==> src/rtl/image_diff_engine.sv <==
// Streams every pixel address through two image RAMs in lockstep, writes a thresholded
// absolute-difference image to a result port and counts the pixels above the threshold.
module image_diff_engine #(
    parameter int unsigned NUM_PIXELS = 81920,
    parameter int unsigned ADDR_W     = 17,
    parameter int unsigned DATA_W     = 8
) (
    input  logic              clk_i,
    input  logic              reset_i,
    input  logic              start_i,
    input  logic [DATA_W-1:0] threshold_i,
    input  logic              binarize_i,
    output logic              busy_o,
    output logic              done_o,
    output logic [ADDR_W:0]   diff_count_o,
    output logic [ADDR_W-1:0] img_address_o,
    output logic              img_chipselect_o,
    output logic              img_clken_o,
    input  logic [DATA_W-1:0] img1_readdata_i,
    input  logic [DATA_W-1:0] img2_readdata_i,
    output logic [ADDR_W-1:0] res_address_o,
    output logic              res_write_o,
    output logic [DATA_W-1:0] res_writedata_o,
    input  logic              res_waitrequest_i
);

    typedef enum logic [1:0] {StIdle, StRun, StDrain, StDone} state_e;

    localparam logic [ADDR_W-1:0] LastAddr = ADDR_W'(NUM_PIXELS - 1);

    state_e              state_q;
    logic [ADDR_W-1:0]   addr_q;
    logic [ADDR_W-1:0]   wr_addr_q;
    logic                wr_q;
    logic [ADDR_W:0]     count_q;
    logic [ADDR_W:0]     count_d;
    logic [DATA_W-1:0]   thr_q;
    logic                bin_q;

    logic                stall;
    logic [DATA_W-1:0]   diff;
    logic                pass;

    // A pending write held off by the result port freezes the entire pipe.
    assign stall = wr_q & res_waitrequest_i;

    always_comb begin
        diff = '0;
        if (img1_readdata_i >= img2_readdata_i) begin
            diff = img1_readdata_i - img2_readdata_i;
        end else begin
            diff = img2_readdata_i - img1_readdata_i;
        end
        pass    = wr_q && (diff > thr_q);
        count_d = pass ? count_q + (ADDR_W + 1)'(1) : count_q;
    end

    always_ff @(posedge clk_i or posedge reset_i) begin
        if (reset_i) begin
            state_q   <= StIdle;
            addr_q    <= '0;
            wr_addr_q <= '0;
            wr_q      <= 1'b0;
            count_q   <= '0;
            thr_q     <= '0;
            bin_q     <= 1'b0;
        end else if (!stall) begin
            // Not stalled, so any write presented this cycle is accepted.
            count_q <= count_d;
            unique case (state_q)
                StIdle, StDone: begin
                    wr_q    <= 1'b0;
                    state_q <= StIdle;
                    if (start_i) begin
                        state_q <= StRun;
                        addr_q  <= '0;
                        count_q <= '0;
                        thr_q   <= threshold_i;
                        bin_q   <= binarize_i;
                    end
                end
                StRun: begin
                    wr_q      <= 1'b1;
                    wr_addr_q <= addr_q;
                    if (addr_q == LastAddr) begin
                        state_q <= StDrain;
                    end else begin
                        addr_q <= addr_q + ADDR_W'(1);
                    end
                end
                StDrain: begin
                    wr_q    <= 1'b0;
                    state_q <= StDone;
                end
                default: state_q <= StIdle;
            endcase
        end
    end

    assign busy_o           = (state_q == StRun) || (state_q == StDrain);
    assign done_o           = (state_q == StDone);
    assign img_chipselect_o = busy_o;
    assign img_clken_o      = (state_q == StRun) && !stall;
    assign img_address_o    = addr_q;
    assign res_address_o    = wr_addr_q;
    assign res_write_o      = wr_q;
    assign res_writedata_o  = pass ? (bin_q ? '1 : diff) : '0;
    assign diff_count_o     = count_q;

endmodule

==> config.mk <==
export PLATFORM = sky130hd
export DESIGN_NAME = image_diff_engine
export DESIGN_NICKNAME = d
export VERILOG_FILES = /design/src/rtl/image_diff_engine.sv
export SDC_FILE = /design/constraint.sdc
export NUM_CORES = 1
export LEC_CHECK = 0
export ABC_AREA = 1
export CAP_MARGIN = 20
export CORE_ASPECT_RATIO = 0.7
export CORE_MARGIN = 4
export CORE_UTILIZATION = 50
export CTS_CLUSTER_DIAMETER = 60
export DETAILED_ROUTE_END_ITERATION = 7
export GPL_TIMING_DRIVEN = 0
export PLACE_DENSITY = 0.88
export SLEW_MARGIN = 10
export SYNTH_ARGS = -nofsm -noshare
export SYNTH_HDL_FRONTEND = slang
export SYNTH_SLANG_ARGS = --single-unit
==> constraint.sdc <==
create_clock -name clk_i -period 7.45 [get_ports clk_i]
set_clock_uncertainty 0.2 [all_clocks]
set_input_delay 0.745 -clock clk_i [delete_from_list [all_inputs] [get_ports clk_i]]
set_output_delay 0.745 -clock clk_i [all_outputs]
set_load 0.01 [all_outputs]
Word level (Yosys, flattened, before mapping)
Cells that the tools add are included.
{"block": "totals", "inputBits": 29, "register_bits": 64}
{"block": "op_classes", "bitwise_logic": 2, "order_cmp": 2, "n_eq_ne": 7, "addsub": 4, "mux": 13, "reduce_logical": 12}
{"cell": "$mux 18", "count": 3}
{"cell": "$mux 17", "count": 2}
{"cell": "$pmux 17 s2", "count": 1}
{"cell": "$mux 8", "count": 3}
{"cell": "$add 18x1->18 const B", "count": 1}
{"cell": "$add 17x1->17 const B", "count": 1}
{"cell": "$eq 17x17->1 const B", "count": 1}
{"cell": "$sub 8x8->8", "count": 2}
{"cell": "$ge 8x8->1", "count": 1}
{"cell": "$gt 8x8->1", "count": 1}
{"cell": "$ne 2x2->1 const B", "count": 3}
{"cell": "$pmux 2 s3", "count": 1}
{"cell": "$eq 2x2->1 const B", "count": 2}
{"cell": "$reduce_and 2->1", "count": 2}
{"cell": "$reduce_and 4->1", "count": 1}
{"cell": "$reduce_and 3->1", "count": 1}
{"cell": "$reduce_or 3->1", "count": 1}
{"cell": "$eq 2x1->1 const B", "count": 1}
{"cell": "$logic_and 1x1->1", "count": 2}
{"cell": "$logic_not 2->1", "count": 1}
{"cell": "$mux 2", "count": 1}
{"cell": "$pmux 1 s2", "count": 1}
{"cell": "$reduce_bool 2->1", "count": 1}
{"cell": "$reduce_or 2->1", "count": 1}
{"cell": "other kinds (5)", "count": 5}

Depth between registers and ports, before layout
Gate-level depths: netlist of the first run.
{"block": "logic_depth", "word_depth": 7, "mapped_depth": 24, "depth_no_buf": 24}

Least setup slack after synthesis of the first run
No wires, ideal clock.
{"block": "synth_path", "path_type": "input to output", "startpoint": "in img1_readdata_i[0]", "endpoint": "out res_writedata_o[0]", "stages": 19, "arrival_time_ns": 3.081, "path_buffers": 0, "slack_ns": 3.424, "path_cell_list": "inv_1 -> ha_1 -> inv_1 -> fa_1 -> nand3_1 -> nand2_1 -> nand2_1 -> nand3b_4 -> inv_1 -> nand2_1 -> nand2_1 -> inv_1 -> ha_1 -> nand2_1 -> nor2_1 -> nand2_1 -> nand2_1 -> nand2_1 -> a21oi_1"}
{"block": "synth_between", "elab_chain_len": 5}
{"item": "start, declared", "line": "19", "text": "input logic [DATA_W-1:0] img1_readdata_i,"}
{"item": "$sub 8x8->8 (tied with other cells)", "line": "52", "text": "diff = img2_readdata_i - img1_readdata_i;"}
{"item": "$mux 8 (*)", "line": "49", "text": "if (img1_readdata_i >= img2_readdata_i) begin"}
{"item": "$gt 8x8->1", "line": "54", "text": "pass = wr_q && (diff > thr_q);"}
{"item": "$logic_and 1x1->1", "line": "54"}
{"item": "$mux 8 (*)", "line": "107", "text": "assign res_writedata_o = pass ? (bin_q ? '1 : diff) : '0;"}
{"item": "end, declared", "line": "23", "text": "output logic [DATA_W-1:0] res_writedata_o,"}
Every way passes the cells marked *; elsewhere a longest branch is shown, timed or not.

Final worst setup path of the first run
{"block": "layout_path", "startpoint": "in img1_readdata_i[0]", "endpoint": "out res_writedata_o[5]"}
The elaborated chain is that of the path after synthesis.

==> qor.yml, run 1 <==
outcome: "finished clean"
crit_path_frequent_cell: "nand2_1"
initial_core_util_pct: 51.7
layout_common_cells: "nand2_1 (197), inv_1 (94), clkdlybuf4s50_1 (93), nor2_1 (78), dfrtp_1 (64)"
hold_slack_ps: 281
postCtsSetupRepairBufs: 0
finish.utilization_pct: 67.7
syn-num-nets: 688
dr.max_layer_used: "met4"
finalMaxSlewViolations: 0
critPathKind: "input pin to output pin"
nets: 792
cts_hold_buf: 0
layout_commonest_cell: "nand2_1"
end_kind: "output pin"
hold_violations: 0
drt_wl_total_um: 12500
areaGrowthSynthToFinish_pct: 31.0
ant_nets: 0
num_io_pins: 94
period_share_pct: 74.7
via_per_inst: 5.12
overflow: 0
syn_area_per_cell_um2: 6.97
fin_total_pwr_mw: 1.48
num_antenna_cells: 0
fin_tns_setup_ps: 0
worst-r2r-cell-count: 8
wl_met2_um: 5880
antenna_found_initial: 0
grt_pass1_wl_um: 20200
startpoint_type: "input pin"
gr-usage-all-layers_pct: 24.7
final_cell_count_no_fill: 858
wl_per_cell_um: 14.6
place_congestion: 0.975
drc: 0
drtIter0Drc: 326
drive_gt1_share_pct: 5.28
worstPathRequired_ps: 6500
ctsResizeCount: 0
leakage_nw: 2.81
cts-root-buf: "clkbuf_16"
htreeDepth: 3
min_path_cells: 2
cts_buffer_depth: 2
core-area_mm2: 0.00848
drtPass1Iterations: 5
cp_data_arrival_time_ps: 4620
crit_path_max_incr_delay_ps: 580
setup_violations: 0
route.met3.wl_um: 912
yosysSeqAreaShare_pct: 36.6
clk_pin_slew_ps: 60
ys_seq_elements: 64
dpl_cell_area_mm2: 0.00547
grt_setup_unrepaired: "no"
syn_area_mm2: 0.00438
pre_cts_ws_ps: 1980
layout_setup_ws_ps: 1890
fillers: 760
powerDensity_mw_per_mm2: 258
grt_pass1_vias: 4204
relSlewSlack_pct: 47.2
grt_max_degree: 65
holdCritPathClass: "flop to flop"
period_needed_ps: 5560
drv_cap: 0
via_count: 4392
critical_path.cell_chain: "clkdlybuf4s50_1 -> inv_1 -> ha_1 -> inv_1 -> fa_1 -> nand3_1 -> nand2_1 -> nand2_1 -> nand3b_4 -> inv_1 -> nand2_1 -> nand2_1 -> inv_1 -> ha_1 -> nand2_1 -> nor2_1 -> nand2_1 -> nand2_1 -> nand2_1 -> a21oi_1 -> clkdlybuf4s50_1"
wl_met1_um: 5570
dp.cells: 842
vdd_drop_max_mv: 0.131
postLayoutCellArea_mm2: 0.00574
cp_slowest_cell: "clkdlybuf4s50_1"
die_h_um: 86.3
numClockSinks: 64
cts_tree: "done"
crit_fanout: 9
tightestPinTransition_ps: 791
syn-instance-count: 629
cp_num_cells: 21
std_cell_rows: 28
fp.dieW_um: 120
clock_latency_ps: 330
io_buffers: 93
path_buf_inv: 6
fmax_ghz: 0.180
crit_family: "buffers and inverters"
yosysWarnings: 0
hpwl_um: 9760
yosysUniqueCellTypes: 32
cts_buffers: 9
die_area_mm2: 0.0103
report_power, final:
| part | total [mW] | internal [mW] | switching, mW |
|---|---|---|---|
| Combinational | 0.662 | 0.249 | 0.413 |
| Clock | 0.390 | 0.225 | 0.166 |
| Sequential | 0.429 | 0.394 | 0.0345 |
synth_stat cells (all sizes together):
| cell | number | area share, % |
|---|---|---|
| o21a | 1 | 0.17 |
| nand3b | 3 | 0.80 |
| nor3b | 1 | 0.17 |
| a21o | 2 | 0.34 |
| xnor2 | 4 | 0.80 |
| nor2 | 80 | 7.2 |
| a21boi | 1 | 0.17 |
| nand3 | 24 | 2.7 |
| clkinv | 1 | 0.086 |
| fa | 2 | 0.91 |
| nand4 | 19 | 2.9 |
| o21bai | 1 | 0.17 |
| inv | 98 | 8.4 |
| nand2 | 199 | 17 |
| clkbuf | 7 | 0.60 |
| xor2 | 15 | 3.0 |
| o21ai | 41 | 5.2 |
| nor3 | 10 | 1.1 |
| ha | 28 | 8.0 |
| buf | 8 | 1.2 |
| and2 | 1 | 0.14 |
| dfrtp | 64 | 37 |
| a21oi | 19 | 2.2 |
sequential cells by signal, indices dropped and copies added (netlist names):
signal         cells
res_address_o     17
state_q            2
diff_count_o      18
thr_q              8
res_write_o        1
img_address_o     17
bin_q              1
worst min-delay path, delay by kind of cell (launching register included):
family	cells	cell delay, ps
flip-flops	1	340
AO/OA/AOI/OAI	1	60
AND/OR/NAND/NOR	1	50
final cells by class:
type / instances / area (µm²) / share of cell area, %
Multi-Input combinational cell: 451 / 2330 / 40.6
Sequential cell: 64 / 1600 / 27.9
Timing Repair Buffer: 93 / 931 / 16.2
Inverter: 99 / 374 / 6.52
Clock buffer: 9 / 225 / 3.92
Tap cell: 120 / 150 / 2.62
Buffer: 15 / 80.1 / 1.40
Clock inverter: 7 / 47.5 / 0.829
cell families (layout without fill, tap and decap cells):
group	count (synthesis)	in the layout	synth area share, %
buffers and inverters	114	223	10.3
xor gates and xnor gates	19	19	3.80
and+or+nand+nor	337	337	32.2
AOI/OAI and AO/OA	65	65	8.22
adders and majority gates	30	30	8.91
DFF	64	64	36.6
final timing paths:
kind / end / slack [ps] / startpoint
worst min register to register: res_address_o[1] / 280 / res_address_o[1]
worst min-delay path: res_address_o[1] / 280 / res_address_o[1]
worst max-delay path: res_writedata_o[5] / 1890 / img1_readdata_i[0]
min in group asynchronous: res_address_o[13] / 710 / reset_i
worst max register to register: res_address_o[9] / 5130 / state_q[1]
max in group asynchronous: thr_q[1] / 5810 / reset_i
metal layers:
metal  vias up  global-route usage (%)
met5         -                       0
met1      2056                    32.9
met4         0                    5.41
met2       152                    39.9
li1       2163                       -
met3        21                    7.70
Note: power is estimated with default switching activity, not from simulation.
==> inputs of run 2 (changes only) <==
--- a/config.mk
+++ b/config.mk
@@ -9,11 +9,11 @@
 export CAP_MARGIN = 20
 export CORE_ASPECT_RATIO = 0.7
 export CORE_MARGIN = 4
-export CORE_UTILIZATION = 50
+export CORE_UTILIZATION = 47
 export CTS_CLUSTER_DIAMETER = 60
 export DETAILED_ROUTE_END_ITERATION = 7
 export GPL_TIMING_DRIVEN = 0
-export PLACE_DENSITY = 0.88
+export PLACE_DENSITY = 0.87
 export SLEW_MARGIN = 10
 export SYNTH_ARGS = -nofsm -noshare
 export SYNTH_HDL_FRONTEND = slang
==> constraint.sdc (replaced) <==
create_clock -name clk_i -period 4.7 [get_ports clk_i]
set_clock_uncertainty 0.2 [all_clocks]
set_input_delay 0.47 -clock clk_i [delete_from_list [all_inputs] [get_ports clk_i]]
set_output_delay 0.47 -clock clk_i [all_outputs]
set_load 0.01 [all_outputs]
==> run 2 against run 1 <==
Against the previous run: sequential share of layout area is 0.32 points lower; flip-flop and latch count did not move; worst hold slack gained 0.77 ps; global-route usage is 2.0 points lower; cell count up 0.47%; highest routed layer unchanged.
==> qor.yml, run 2 (synthesized netlist as in run 1, its figures left out) <==
initial_core_util_pct: 48.3  # -3.4 points
grt_setup_unrepaired: "no"
via_count: 4444  # +1.2%
via_per_inst: 5.16  # +0.71%
cts_hold_buf: 0  # unchanged
gr-usage-all-layers_pct: 22.7  # -2.0 points
worstPathRequired_ps: 4030  # -2470 ps
num_io_pins: 94  # unchanged
fmax_ghz: 0.226
die_area_mm2: 0.0110  # +5.9%
cts_buffer_depth: 2  # unchanged
io_buffers: 93  # unchanged
layout_common_cells: "nand2_1 (194), inv_1 (92), clkdlybuf4s50_1 (86), nor2_1 (77), dfrtp_1 (64)"
worst-r2r-cell-count: 12  # +4
cp_data_arrival_time_ps: 3760  # -860 ps
tightestPinTransition_ps: 803  # +11.6 ps
fp.dieW_um: 123  # +2.9%
std_cell_rows: 29  # +3.6%
setup_violations: 0  # unchanged
cts_buffers: 9  # unchanged
grt_pass1_vias: 4121  # -2.0%
crit_fanout: 8  # -1
hpwl_um: 9470  # -3.0%
p_switching_mw: 0.968  # +58%
final_cell_count_no_fill: 862  # +0.47%
numClockSinks: 64  # unchanged
outcome: "finished clean"
p_comb_share_pct: 44.0  # -0.7 points
grt_max_degree: 65  # unchanged
crit_path_max_incr_delay_ps: 540  # -40 ps
place_congestion: 0.995  # +2.0%
clk_pin_slew_ps: 60  # about the same
drt_wl_total_um: 12200  # -2.6%
drtIter0Drc: 340  # +4.3%
postLayoutCellArea_mm2: 0.00580  # +1.2%
cp_slowest_cell: "clkdlybuf4s50_1"
netSwitchingFraction_pct: 40.4  # -0.97 points
die_h_um: 88.8  # +2.9%
num_antenna_cells: 0  # unchanged
cts-root-buf: "clkbuf_16"
end_kind: "output pin"
core-area_mm2: 0.00907  # +7.0%
critPathKind: "input pin to output pin"
vdd_drop_max_mv: 0.223  # +71%
drv_cap: 0  # unchanged
p_clk_share_pct: 27.7  # +1.3 points
min_path_cells: 2  # unchanged
wl_per_cell_um: 14.2  # -3.0%
whs_endpoint: "res_address_o[5]"
hold_violations: 0  # unchanged
period_needed_ps: 4430
reg2reg_slack_ps: 2330  # -2800 ps
antenna_found_initial: 0  # unchanged
drtPass1Iterations: 5  # unchanged
areaGrowthSynthToFinish_pct: 32.5
crit_family: "buffers and inverters"
postCtsSetupRepairBufs: 0  # unchanged
startpoint_type: "input pin"
leakage_nw: 2.91  # +3.5%
period_share_pct: 94.2
overflow: 0  # unchanged
crit_path_frequent_cell: "nand2_1"
dpl_cell_area_mm2: 0.00547  # about the same
drive_gt1_share_pct: 6.50  # +1.2 points
r2r-start: "img_address_o[0]"
fin_tns_setup_ps: 0  # unchanged
clock_latency_ps: 330  # about the same
drc: 0  # unchanged
largest_reg_flops: 18  # unchanged
grt_pass1_wl_um: 19700  # -2.9%
intPower_mw: 1.42  # +64%
rr_endpoint: "img_address_o[16]"
path_buf_inv: 7  # +1
relSlewSlack_pct: 46.5  # -0.77 points
dp.cells: 846  # +0.48%
critical_path.cell_chain: "clkdlybuf4s50_1 -> ha_1 -> inv_1 -> fa_2 -> nand3_1 -> nand2_1 -> nand2_2 -> nand3b_4 -> inv_4 -> nand2_1 -> nand2_1 -> inv_1 -> ha_1 -> nand2_1 -> inv_1 -> nand2_1 -> nand2_1 -> nand2_1 -> a21oi_2 -> nand2_1 -> inv_1 -> clkdlybuf4s50_1"
p_seq_share_pct: 28.3  # -0.6 points
hold_start: "res_address_o[5]"
ant_nets: 0  # unchanged
layout_commonest_cell: "nand2_1"
finalMaxSlewViolations: 0  # unchanged
powerDensity_mw_per_mm2: 412  # +60%
nets: 792  # unchanged
holdCritPathClass: "flop to flop"
cts_tree: "done"
htreeDepth: 3  # unchanged
==> run 2: changes by cell type in the layout (fill, tap and decap cells not counted), sizes merged <==
cell           delta
clkdlybuf4s50     -7
dlymetal6s2s      +5
clkinvlp          +1
clkinv            -2
dlygate4sd2       +2
bufinv            +1
==> run 2: how the worst max path moves through the flow <==
| stage | from | to | cells after the start |
|---|---|---|---|
| 2_1_floorplan | img1_readdata_i[0] | res_writedata_o[0] | 19 |
| 3_3_place_gp | img2_readdata_i[0] | res_writedata_o[4] | 20 |
| 3_5_place_dp | img2_readdata_i[0] | res_writedata_o[4] | 22 |
| 4_1_cts | img2_readdata_i[0] | res_writedata_o[0] | 21 |
| 5_1_grt | img1_readdata_i[0] | res_writedata_o[1] | 23 |
| 6_report | img2_readdata_i[0] | res_writedata_o[1] | 22 |
==> run 2: repair_timing <==
item | CTS | global route
resized for setup | 5 | 13
endpoints found under the hold margin | 0 | 0
setup endpoints to repair | 7 | 8
==> run 2: cell type report <==
class,instances,area [µm²]
fill,765,3270
multi-input combinational,451,2350
sequential,64,1600
timing repair buffer,93,941
inverter,99,377
clock buffer,9,225
tap,124,155
buffer,15,80.1
clock inverter,7,71.3
==> run 2: routing by layer <==
metal	part of all wire [%]	vias to the layer above	track usage, %
met5	0	-	0
met4	2.3	0	6.13
met3	6.6	27	6.20
met2	45	142	35.3
met1	46	2103	31.4
li1	-	2172	-
==> run 2: tightest hold or removal path: stages, from the launching register on <==
cell and delay, ps:
dfrtp_1 350, nand2_1 50, nand2_1 50
==> run 2: per-stage QoR <==
stage                     power, mW  utilization [%]  hold slack (ps)  setup slack, ps
final                          2.39             64.0              282              271
after global routing           2.55             64.0              314             14.6
after CTS                      2.38             63.6              284             5.52
after detailed placement       1.71             60.3              270             -205
after global placement         1.68             60.3              258            -86.5
after floorplan                1.31                -              248             1220
==> run 2: power groups by stage <==
stage / Combinational (mW) / Sequential (mW) / Clock [mW]
2_1_floorplan: 0.626 / 0.682 / 0
3_3_place_gp: 0.995 / 0.680 / 0
3_5_place_dp: 1.03 / 0.684 / 0
4_1_cts: 1.03 / 0.676 / 0.671
5_1_grt: 1.17 / 0.684 / 0.693
6_report: 1.05 / 0.677 / 0.662
==> inputs of run 3 (changes only) <==
--- a/config.mk
+++ b/config.mk
@@ -13,7 +13,9 @@
 export CTS_CLUSTER_DIAMETER = 60
 export DETAILED_ROUTE_END_ITERATION = 7
 export GPL_TIMING_DRIVEN = 0
-export PLACE_DENSITY = 0.87
+export HOLD_SLACK_MARGIN = 0.05
+export PLACE_DENSITY_LB_ADDON = 0.15
+export RECOVER_POWER = 100
 export SLEW_MARGIN = 10
 export SYNTH_ARGS = -nofsm -noshare
 export SYNTH_HDL_FRONTEND = slang
==> run 3 against run 2 <==
Against the previous run: the flow now finishes with violations (capacitance limit, slew limit); via count decreased by 3.1%; sequential share of layout area increased by 0.23 points; worst hold slack worse by 2.1 ps; cell area down 0.82%; cell count unchanged; routed wire length fell by 4.2%; fmax is 3.7% lower; non-clock buffer count did not move; worst setup slack got worse by 170 ps.
==> qor.yml, run 3 (synthesized netlist as in run 1, its figures left out) <==
outcome: "finished with violations"
violations: "capacitance limit, slew limit"
hold_violations: 0  # unchanged
ant_nets: 0  # unchanged
drv_cap: 1  # +1
vdd_drop_max_mv: 0.323  # +44%
std_cell_rows: 29  # unchanged
tightestPinTransition_ps: 2860  # +2060 ps
setup_violations: 0  # unchanged
fillers: 811  # +6.0%
antenna_found_initial: 0  # unchanged
cp_data_arrival_time_ps: 3930  # +170 ps
grt_setup_unrepaired: "yes"
period_share_pct: 97.9  # +3.7 points
layout_setup_ws_ps: 98.6  # -172 ps
layout_commonest_cell: "nand2_1"
areaGrowthSynthToFinish_pct: 31.4
cts-root-buf: "clkbuf_16"
holdCritPathClass: "flop to flop"
end_kind: "output pin"
drt_wl_total_um: 11700  # -4.2%
layout_common_cells: "nand2_1 (195), inv_1 (95), nor2_1 (80), dfrtp_1 (64), dlygate4sd3_1 (57)"
die_h_um: 88.8  # unchanged
startpoint_type: "input pin"
num_io_pins: 94  # unchanged
io_buffers: 93  # unchanged
via_per_inst: 5.00  # -3.1%
cts_hold_buf: 0  # unchanged
clock_latency_ps: 330  # about the same
die_area_mm2: 0.0110  # unchanged
crit_fanout: 9  # +1
gr-usage-all-layers_pct: 21.7  # -0.97 points
grt_max_degree: 65  # unchanged
min_path_cells: 2  # unchanged
worst-r2r-cell-count: 11  # -1
drc: 0  # unchanged
final_cell_count_no_fill: 862  # unchanged
initial_core_util_pct: 48.3  # unchanged
cts_tree: "done"
worstPathRequired_ps: 4030  # about the same
drtPass1Iterations: 5  # unchanged
numClockSinks: 64  # unchanged
overflow: 0  # unchanged
multi_input_area_mm2: 0.00232  # -1.5%
grt_pass1_wl_um: 18500  # -5.8%
clk_pin_slew_ps: 50  # about the same
fp.dieW_um: 123  # unchanged
nets: 792  # unchanged
grt_pass1_vias: 3835  # -6.9%
finalMaxSlewViolations: 65  # +65
powerDensity_mw_per_mm2: 404  # -1.9%
dp.cells: 846  # unchanged
drtIter0Drc: 425  # +25%
fin_total_pwr_mw: 2.33  # -2.7%
core-area_mm2: 0.00907  # unchanged
period_needed_ps: 4600  # +172 ps
register_area_mm2: 0.00160  # unchanged
fin_tns_setup_ps: 0  # unchanged
wl_per_cell_um: 13.6  # -4.2%
largest_reg_flops: 18  # unchanged
leakage_nw: 3.09  # +6.1%
num_antenna_cells: 0  # unchanged
via_count: 4307  # -3.1%
pre_cts_ws_ps: -204  # +0.794 ps
cts_buffers: 9  # unchanged
drive_gt1_share_pct: 4.34  # -2.2 points
htreeDepth: 3  # unchanged
fmax_ghz: 0.217  # -3.7%
place_congestion: 0.926  # -7.0%
relSlewSlack_pct: -91.9  # -140 points
critPathKind: "input pin to output pin"
hpwl_um: 9050  # -4.5%
cts_buffer_depth: 2  # unchanged
## run 3: cell type report
class	instances	share of cell area, %
repair buffers	93	16.4
plain buffers	15	1.11
well taps	124	2.70
flip-flops and latches	64	27.8
multi-input cells	451	40.3
inverters	99	6.52
clock buffers	9	3.91
clock inverters	7	1.26
## run 3: power by group
part	total (mW)	leakage [nW]	switching [mW]	internal, mW
logic	0.988	2.08	0.633	0.355
registers	0.677	0.871	0.0520	0.625
clock network	0.662	0.141	0.252	0.410
## run 3: critical path: stages
cell	delay, ps
clkdlybuf4s50_1	550
inv_1	100
fa_1	440
nand3_1	90
nand2_1	120
nand2_1	140
nand3b_4	150
inv_4	120
nand2_1	60
nand2_1	80
inv_1	50
ha_1	290
nand2_1	90
nor2_1	50
nand2_1	80
nand2_1	70
inv_1	180
nand2_4	120
a21oi_2	130
clkdlybuf4s50_1	550
## run 3: repair_timing
item / in CTS / in global routing
endpoints found under the setup margin: 7 / 8
pin swaps: 0 / 0
resized for setup: 4 / 9
buffers inserted: 0 / 0
## run 3: through the flow
stage / instance area, µm² / util, % / hold WS [ps]
global placement: 5470 / 60.3 / 271
CTS: 5780 / 63.7 / 288
finish: 5760 / 63.5 / 279
detailed placement: 5470 / 60.3 / 270
global route: 5760 / 63.5 / 309
floorplan: 4380 / - / 248
## run 3: worst paths after layout
kind	slack, ps	end	start
setup / recovery	100	res_writedata_o[6]	img2_readdata_i[1]
hold / removal	280	res_address_o[12]	res_address_o[12]
setup reg to reg	1370	img_address_o[6]	state_q[0]
hold reg to reg	280	res_address_o[12]	res_address_o[12]
max in group asynchronous	1810	img_address_o[4]	reset_i
min in group asynchronous	1200	res_address_o[4]	reset_i
## run 3: routing by layer
metal | vias to the layer above | global-route usage [%] | routed length, µm
met5 | - | 0 | 0
met4 | 0 | 4.82 | 133
met3 | 14 | 4.79 | 716
met2 | 142 | 32.3 | 4920
met1 | 1979 | 32.3 | 5940
li1 | 2172 | - | -
